`src/rtl/ffnn_pkg.sv`:
```
// ----------------------------------------------------------------------------
// ffnn_pkg
// Shared definitions for the FeedForwardNN sequencer.
//   - state_t and the three FSM state codes (2-bit, legacy-compatible)
//   - WWIDTH_DEF  : default base word width
//   - LATENCY_MIN / LATENCY_MAX : legal bounds of the datapath latency
// No ports (package).
// ----------------------------------------------------------------------------
package ffnn_pkg;

  typedef logic [1:0] state_t;

  localparam state_t ST_IDLE = 2'd0;
  localparam state_t ST_WAIT = 2'd1;
  localparam state_t ST_HOLD = 2'd2;

  localparam int WWIDTH_DEF  = 32;
  localparam int LATENCY_MIN = 1;
  localparam int LATENCY_MAX = 255;

endpackage

```
`src/rtl/ffnn_sequencer.sv`:
```
// ----------------------------------------------------------------------------
// ffnn_sequencer
// Feeds one input vector at a time into a fixed-latency FeedForwardNN
// datapath, waits LATENCY cycles, captures its two results and offers them
// on a valid/ready handshake. Only one sample is ever in flight.
//
// Ports
//   CLK                 clock, rising edge
//   RST                 synchronous active-low reset
//   in_valid/in_ready   input-vector handshake
//   in_x0..in_x3        input features (WWIDTH+1 signed)
//   nn_x0..nn_x3        registered drive to the NN inputs
//   nn_rst              active-high NN reset (RST low plus one cycle)
//   nn_y0, nn_y1        NN results (2*WWIDTH+1 signed)
//   out_valid/out_ready result handshake
//   out_y0, out_y1      captured results
//   busy                FSM not in IDLE
//   sample_cnt          results transferred since reset (wraps)
//
// Configuration
//   FFNN_SEQ_CNT_EN     when defined the sample counter is built; otherwise
//                       sample_cnt is tied to zero.
// ----------------------------------------------------------------------------
module ffnn_sequencer
  import ffnn_pkg::*;
#(
  parameter int WWIDTH  = WWIDTH_DEF,
  parameter int LATENCY = 24,
  parameter int CNTW    = 16
) (
  input  logic                      CLK,
  input  logic                      RST,
  input  logic                      in_valid,
  output logic                      in_ready,
  input  logic signed [WWIDTH:0]    in_x0,
  input  logic signed [WWIDTH:0]    in_x1,
  input  logic signed [WWIDTH:0]    in_x2,
  input  logic signed [WWIDTH:0]    in_x3,
  output logic signed [WWIDTH:0]    nn_x0,
  output logic signed [WWIDTH:0]    nn_x1,
  output logic signed [WWIDTH:0]    nn_x2,
  output logic signed [WWIDTH:0]    nn_x3,
  output logic                      nn_rst,
  input  logic signed [2*WWIDTH:0]  nn_y0,
  input  logic signed [2*WWIDTH:0]  nn_y1,
  output logic                      out_valid,
  input  logic                      out_ready,
  output logic signed [2*WWIDTH:0]  out_y0,
  output logic signed [2*WWIDTH:0]  out_y1,
  output logic                      busy,
  output logic [CNTW-1:0]           sample_cnt
);

  // Out-of-range latencies are clamped so the 8-bit wait counter stays valid.
  localparam int LAT_C = (LATENCY < LATENCY_MIN) ? LATENCY_MIN :
                         ((LATENCY > LATENCY_MAX) ? LATENCY_MAX : LATENCY);
  localparam logic [7:0] CNT_LOAD = 8'(LAT_C - 1);

  state_t                   r_state;
  state_t                   w_state_nxt;
  logic [7:0]               r_cnt;
  logic                     r_in_ready;
  logic                     r_out_valid;
  logic                     r_busy;
  logic                     r_nn_rst;
  logic signed [WWIDTH:0]   r_nn_x0, r_nn_x1, r_nn_x2, r_nn_x3;
  logic signed [2*WWIDTH:0] r_out_y0, r_out_y1;
  logic                     w_accept;
  logic                     w_capture;

  // Next-state decode and the accept/capture strobes.
  always_comb begin
    w_state_nxt = r_state;
    w_accept    = 1'b0;
    w_capture   = 1'b0;
    case (r_state)
      ST_IDLE: begin
        // r_in_ready is low in the first cycle after reset, so nothing is
        // accepted while the NN is still held in reset.
        if (in_valid && r_in_ready) begin
          w_state_nxt = ST_WAIT;
          w_accept    = 1'b1;
        end else begin
          w_state_nxt = ST_IDLE;
        end
      end
      ST_WAIT: begin
        if (r_cnt == 8'd0) begin
          w_state_nxt = ST_HOLD;
          w_capture   = 1'b1;
        end else begin
          w_state_nxt = ST_WAIT;
        end
      end
      ST_HOLD: begin
        if (out_ready) begin
          w_state_nxt = ST_IDLE;
        end else begin
          w_state_nxt = ST_HOLD;
        end
      end
      default: begin
        w_state_nxt = ST_IDLE;
      end
    endcase
  end

  // FSM, wait counter, data registers and status flags.
  always_ff @(posedge CLK) begin
    if (!RST) begin
      r_state     <= ST_IDLE;
      r_cnt       <= 8'd0;
      r_in_ready  <= 1'b0;
      r_out_valid <= 1'b0;
      r_busy      <= 1'b0;
      r_nn_rst    <= 1'b1;
      r_nn_x0     <= '0;
      r_nn_x1     <= '0;
      r_nn_x2     <= '0;
      r_nn_x3     <= '0;
      r_out_y0    <= '0;
      r_out_y1    <= '0;
    end else begin
      r_state     <= w_state_nxt;
      r_nn_rst    <= 1'b0;
      // Flags follow the next state so they are registered, not decoded.
      r_in_ready  <= (w_state_nxt == ST_IDLE);
      r_out_valid <= (w_state_nxt == ST_HOLD);
      r_busy      <= (w_state_nxt != ST_IDLE);
      if (w_accept) begin
        r_nn_x0 <= in_x0;
        r_nn_x1 <= in_x1;
        r_nn_x2 <= in_x2;
        r_nn_x3 <= in_x3;
        r_cnt   <= CNT_LOAD;
      end else if ((r_state == ST_WAIT) && (r_cnt != 8'd0)) begin
        r_cnt <= r_cnt - 8'd1;
      end else begin
        r_cnt <= r_cnt;
      end
      if (w_capture) begin
        r_out_y0 <= nn_y0;
        r_out_y1 <= nn_y1;
      end else begin
        r_out_y0 <= r_out_y0;
        r_out_y1 <= r_out_y1;
      end
    end
  end

`ifdef FFNN_SEQ_CNT_EN
  logic            w_transfer;
  logic [CNTW-1:0] r_sample_cnt;

  assign w_transfer = (r_state == ST_HOLD) && out_ready;

  // Transferred-result counter; wraps naturally at 2^CNTW.
  always_ff @(posedge CLK) begin
    if (!RST) begin
      r_sample_cnt <= '0;
    end else if (w_transfer) begin
      r_sample_cnt <= r_sample_cnt + CNTW'(1);
    end else begin
      r_sample_cnt <= r_sample_cnt;
    end
  end

  assign sample_cnt = r_sample_cnt;
`else
  assign sample_cnt = '0;
`endif

  assign in_ready  = r_in_ready;
  assign out_valid = r_out_valid;
  assign busy      = r_busy;
  assign nn_rst    = r_nn_rst;
  assign nn_x0     = r_nn_x0;
  assign nn_x1     = r_nn_x1;
  assign nn_x2     = r_nn_x2;
  assign nn_x3     = r_nn_x3;
  assign out_y0    = r_out_y0;
  assign out_y1    = r_out_y1;

endmodule

```
`config.mk`:
```
export PLATFORM = sky130hd
export DESIGN_NAME = ffnn_sequencer
export DESIGN_NICKNAME = d
export VERILOG_FILES = /design/src/rtl/ffnn_pkg.sv /design/src/rtl/ffnn_sequencer.sv
export SDC_FILE = /design/constraint.sdc
export NUM_CORES = 1
export LEC_CHECK = 0
export CAP_MARGIN = 10
export CORE_AREA = 5 5 209 211
export DETAILED_ROUTE_END_ITERATION = 10
export DIE_AREA = 0 0 214 216
export PLACE_DENSITY = 0.64
export REMOVE_ABC_BUFFERS = 1
export SETUP_SLACK_MARGIN = 0.05
export SKIP_LAST_GASP = 1
export SYNTH_ARGS = -nofsm -noshare
export SYNTH_HDL_FRONTEND = slang
export SYNTH_SLANG_ARGS = --single-unit
```
`constraint.sdc`:
```
create_clock -name CLK -period 2.3 [get_ports CLK]
set_input_delay 0.345 -clock CLK [delete_from_list [all_inputs] [get_ports CLK]]
set_output_delay 0.345 -clock CLK [all_outputs]
set_load 0.02 [all_outputs]
```
==> reports/summary.txt, run 1 <==
Vias: 10000
Post-synthesis mux area share: 0%
Least-Margin Pin Slew: 0.636 ns
CP Max Fanout: 2
Utilization after layout: 40.1%
Die X: 214 um
DR iter-0 viols: 480
Fin. max-slew vios: 0
Min-delay src: nn_y0[38]
Pint: 9.19 mW
Gpl congestion: 0.805
Share of cells above drive strength 1: 5.11%
Crit path buf inv count: 1
Routed len/inst: 17.3 um
Synth cell count leaders: 526 x nand2_1, 276 x dfxtp_1, 267 x a21oi_1
Post-detail-place hpwl: 29.9 mm
CTS sink cnt: 276
Post-synthesis cell area: 9670 um2
I/O Buffers: 531
Synthesized area per cell: 7.95 um2
Overflow after GRT: 0
Main combinational cell family by area after synthesis: simple AND/OR/NAND/NOR gates
Root buf cell: clkbuf_16
CTS tree: built
Area delta synth->final: 72.2%
Post-layout instance area: 16700 um2
Status: completed
Final Hold Fails: 0
Slew HR: 57.6%
Nets: 1988
Crit path time final: 2.02 ns
Post-synth ARST share: 0%
Post-DRT Antenna Nets: 0
Die span in y: 216 um
Tot GR Track Use: 15.9%
Critical path's slowest cell: clkdlybuf4s50_1
Leakage: 5.74 nW
Final Cycle Share: 87.8%
Remaining DRCs: 0
Xor/xnor share of the synthesized area: 0.362%
Fmax: 495 MHz
Combinational Power Share: 18.6%
Synth Flop Type: dfxtp_1
Largest net degree at the start of global routing: 131
Post-synth EDFFs: 0
Placed Area: 15600 um2
Post-synth cell types: 32
Post-detailed-routing wire length: 39.4 mm
Sw frac: 26.7%
Synthesized-area fraction occupied by and/or/nand/nor cells: 22.2%
Delay of the slowest critical-path stage: 0.79 ns
Clock share of power: 39.7%
CP top delay family: buffers and inverters
Sequential share of power: 41.7%
Critical path origin: nn_x2[6]
Ys Warns: 0
Fin cells: 2283
Seq/Total Area, Yosys: 57.1%
Final setup TNS: 0 ns
Antenna violations before repair: 5
Seq cells post-synth: 276
CP Cell Sequence: clkdlybuf4s50_1
Cell Rows: 75
Clock-pin slew on the worst setup and hold paths: 0.06 ns
Crit end category: output pin
Crit path DAT: 1.67 ns
RSZ-0062 raised after global routing: false
Die ar.: 46200 um2
Post-CTS Resized: 0
Max-cap violations: 0
R2R Path Start: r_cnt[0]
IO Pins: 548
Synth Area in Adders: 0.129%
Worst Skew: 0.00959 ns
H-tree level count: 1
Core area: 41600 um2
Vias in the first global route: 9980
Post-CTS Setup Bufs: 0
Synth area leaders: dfxtp_1 57%, nand2_1 20%, a21oi_1 14%
Area share of the largest cell type after synthesis: 57.1%
P_sw: 3.35 mW
TritonCTS Buffers: 31
WS Path Type: reg -> out
Clk_lat worst skew: 0.56 ns
Drt pass-1 iters: 4
Mapped Cells: 1217
Synth area leader: dfxtp_1
Most common cell in the netlist: nand2_1
Vias per inst: 4.40
Maximum vdd drop: 644 uV
CTS max path bufs: 3
# setup viols final: 0
Setup crit start kind: flip-flop
First-pass GRT wire length: 59.2 mm
Initial Util: 23.3%
Synth Area in Compound Gates: 14.5%
Hold_buf cts: 0
Worst Path Required: 1.96 ns
Hold Path Class: in -> reg
Dpl cells: 2227
Hold slack: 0.324 ns
Cell Pwr Density: 752 nW/um2
-- layer usage --
metal  up-vias  global-route usage [%]  routed length, um
li1       4892                       -                  -
met1      4650                    17.1              15000
met2       420                    28.2              19000
met3        73                    7.55               4130
met4         4                    4.53               1280
met5         -                       0                 22
-- cell usage in the layout, fill, tap and decap left out, drive strengths merged, types with 2 or more instances in the layout --
cell type,synthesis,final
nand2,526,526
clkbuf,61,45
conb,1,16
nor3,4,4
nor4b,2,2
nand3b,2,2
inv,3,4
nand3,2,2
buf,43,29
clkinv,0,3
dfxtp,276,276
nor2,11,11
bufinv,0,2
clkinvlp,0,4
a211oi,2,2
xnor2,4,4
and3,2,2
a21oi,267,267
clkdlybuf4s50,0,531
a2111oi,2,2
-- tightest hold or removal path, delay by kind of cell --
family	cells	cell delay [ns]
compound gates	1	0.05
buf+inv	1	0.39
simple gates	1	0.05
-- cell type report --
cell class,count,area (um2)
fillers,4209,24900
diodes,1,2.50
flip-flops and latches,276,5530
inverters,3,18.8
repair buffers,560,5720
multi-input cells,849,3680
clock buffers,45,918
clock inverters,10,114
well taps,539,674
-- metrics by stage --
stage	total power [mW]	setup WS (ns)
after floorplan	6.30	-1.56
after global placement	7.66	0.383
after detailed placement	7.69	0.305
after CTS	12.7	0.176
after global routing	13.1	0.115
final	12.5	0.281
-- registers in the layout (all words and copies together) (netlist names) --
name and flops:
r_cnt 8, nn_x3 33, out_y1 65, in_ready 1, nn_rst 1, out_valid 1
r_state 2, nn_x0 33, busy 1, nn_x2 33, out_y0 65, nn_x1 33
-- power groups by stage --
stage / sequential, mW / combinational, mW / clock, mW
finish: 5.23 / 2.33 / 4.97
global route: 5.26 / 2.50 / 5.34
CTS: 5.23 / 2.36 / 5.14
floorplan: 5.63 / 0.667 / 0
detailed placement: 5.34 / 2.35 / 0
global placement: 5.32 / 2.34 / 0
-- kinds of logic after synthesis --
kind of cell,Yosys count
fa+ha+maj,1
flops,276
compound gates,274
xor+xnor,4
other cells,1
buf+inv,107
simple gates,554
-- worst paths after layout --
kind | cells past startpoint | to | slack [ns]
min reg2reg | 2 | out_y0[14] | 0.45
max | 1 | nn_x2[6] | 0.28
max reg2reg | 7 | out_y0[33] | 0.30
min | 3 | out_y0[38] | 0.32
Power figures use the tool's default switching activity.
==> inputs of run 2 (changes only) <==
GPL_TIMING_DRIVEN = 0   (was unset)
==> run 2 against run 1 <==
Against the previous run: sequential power barely moved; first-iteration DRC count grew 27%; critical path depth unchanged; critical path type unchanged; critical endpoint is now in_ready; largest power group unchanged.
==> reports/summary.txt, run 2 (synthesis results as in run 1) <==
Status: completed
Max-cap violations: 0 (unchanged)
Post-layout instance area: 16500 um2 (-1.0%)
Cell Pwr Density: 750 nW/um2 (-0.26%)
GRT met3 Usage: 7.10% (-0.45 points)
Met1 usage: 17.3% (+0.17 points)
Clock-pin slew on the worst setup and hold paths: 0.06 ns (about the same)
Most frequent cells in the layout: 531 x clkdlybuf4s50_1, 526 x nand2_1, 276 x dfxtp_1, 267 x a21oi_1, 31 x clkbuf_16
TritonCTS Buffers: 31 (unchanged)
Fmax: 467 MHz (-5.6%)
Final Hold Fails: 0 (unchanged)
Antenna violations before repair: 9 (+4)
Die span in y: 216 um (unchanged)
CP Max Fanout: 6 (+4)
WS Path Type: reg -> out
Setup crit start kind: flip-flop
Vias in the first global route: 9754 (-2.3%)
Fin. max-slew vios: 0 (unchanged)
Worst setup margin: 0.160 ns (-0.121 ns)
Clk_lat worst skew: 0.55 ns (about the same)
Vias per inst: 4.41 (+0.23%)
Tot Pwr: 12.4 mW (-1.3%)
Delay of the slowest critical-path stage: 0.70 ns (-0.09 ns)
CP top delay family: buffers and inverters
Post-detail-place hpwl: 28.4 mm (-5.0%)
Met2 usage: 29.0% (+0.84 points)
First-pass GRT wire length: 59.0 mm (-0.21%)
DR iter-0 viols: 610 (+27%)
Leakage: 5.64 nW (-1.7%)
Largest net degree at the start of global routing: 105 (-20%)
# setup viols final: 0 (unchanged)
Final Cycle Share: 93.0% (+5.3 points)
R2R Path Start: r_cnt[0]
Die X: 214 um (unchanged)
Worst Path Required: 1.96 ns (about the same)
Worst Skew: 0.0108 ns (+0.00125 ns)
Crit path DAT: 1.79 ns (+0.12 ns)
Most common cell after layout, fill and taps aside: clkdlybuf4s50_1
I/O Buffers: 531 (unchanged)
Cell Rows: 75 (unchanged)
Routed len/inst: 18.1 um (+5.0%)
Least-Margin Pin Slew: 0.890 ns (+0.254 ns)
RSZ-0062 raised after global routing: true
Nets: 1978 (-0.50%)
Hold_buf cts: 0 (unchanged)
Final setup TNS: 0 ns (unchanged)
Crit path time final: 2.14 ns (+0.121 ns)
CTS tree: built
Min-delay src: nn_y1[64]
Vias: 10000 (-0.30%)
Post-detailed-routing wire length: 41.2 mm (+4.5%)
Die ar.: 46200 um2 (unchanged)
IO Pins: 548 (unchanged)
Overflow after GRT: 0 (unchanged)
Tot GR Track Use: 16.0% (+0.052 points)
Area delta synth->final: 70.5%
CP Cell Sequence: clkdlybuf4s50_1
Root buf cell: clkbuf_16
H-tree level count: 1 (unchanged)
CTS sink cnt: 276 (unchanged)
Crit end category: output pin
Critical path's slowest cell: clkdlybuf4s50_1
Drt pass-1 iters: 5 (+1)
Slew HR: 40.6% (-17 points)
Hold Path Class: in -> reg
Critical path origin: in_ready
Busiest grt layer: met2
CTS max path bufs: 3 (unchanged)
Share of cells above drive strength 1: 4.22% (-0.89 points)
Maximum vdd drop: 477 uV (-26%)
Pre-CTS setup slack: -0.245 ns (-0.550 ns)
Placed Area: 15400 um2 (-1.5%)
Initial Util: 23.3% (unchanged)
Core area: 41600 um2 (unchanged)
Gpl congestion: 0.842 (+4.6%)
Post-DRT Antenna Nets: 0 (unchanged)
Remaining DRCs: 0 (unchanged)
Crit path buf inv count: 1 (unchanged)
==> run 2: per-stage QoR <==
| stage | hold slack (ns) | std cells | utilization (%) |
|---|---|---|---|
| floorplan | 0.458 | 1128 | - |
| global placement | 0.442 | 2198 | 36.5 |
| detailed placement | 0.446 | 2204 | 37.0 |
| CTS | 0.302 | 2263 | 39.5 |
| global route | 0.303 | 2269 | 39.7 |
| finish | 0.334 | 2271 | 39.7 |
==> run 2: per-layer routing <==
layer,routed length [um],vias to the layer above
li1,-,4885
met1,15400,4612
met2,20600,437
met3,4350,63
met4,818,12
met5,77,-
==> run 2: layout make-up <==
class,count,area [um2]
Fill cell,4163,25100
Sequential cell,276,5530
Timing Repair Buffer,543,5530
Multi-Input combinational cell,856,3770
Clock buffer,46,882
Tap cell,539,674
Clock inverter,6,86.3
Inverter,3,18.8
Antenna cell,2,5.00
==> run 2: path summary, 6_finish.rpt <==
| kind | depth (start not counted) | slack [ns] | to |
|---|---|---|---|
| worst max-delay path | 1 | 0.16 | in_ready |
| worst min-delay path | 3 | 0.33 | out_y1[64] |
| worst max register to register | 7 | 0.20 | out_y1[40] |
| worst min register to register | 2 | 0.45 | out_y1[11] |
==> run 2: what timing repair did <==
| action | CTS | global route |
|---|---|---|
| resized for setup | 4 | 1 |
| pin swaps | 3 | 3 |
| gates cloned | 3 | 4 |
| setup buffers | 4 | 2 |
| setup endpoints to repair | 97 | 70 |
==> run 2: power by group <==
part | leakage, nW | switching (mW) | internal (mW)
Sequential | 2.24 | 0.159 | 5.07
Combinational | 2.93 | 1.26 | 1.12
Clock | 0.471 | 1.92 | 2.84
Total | 5.64 | 3.34 | 9.03
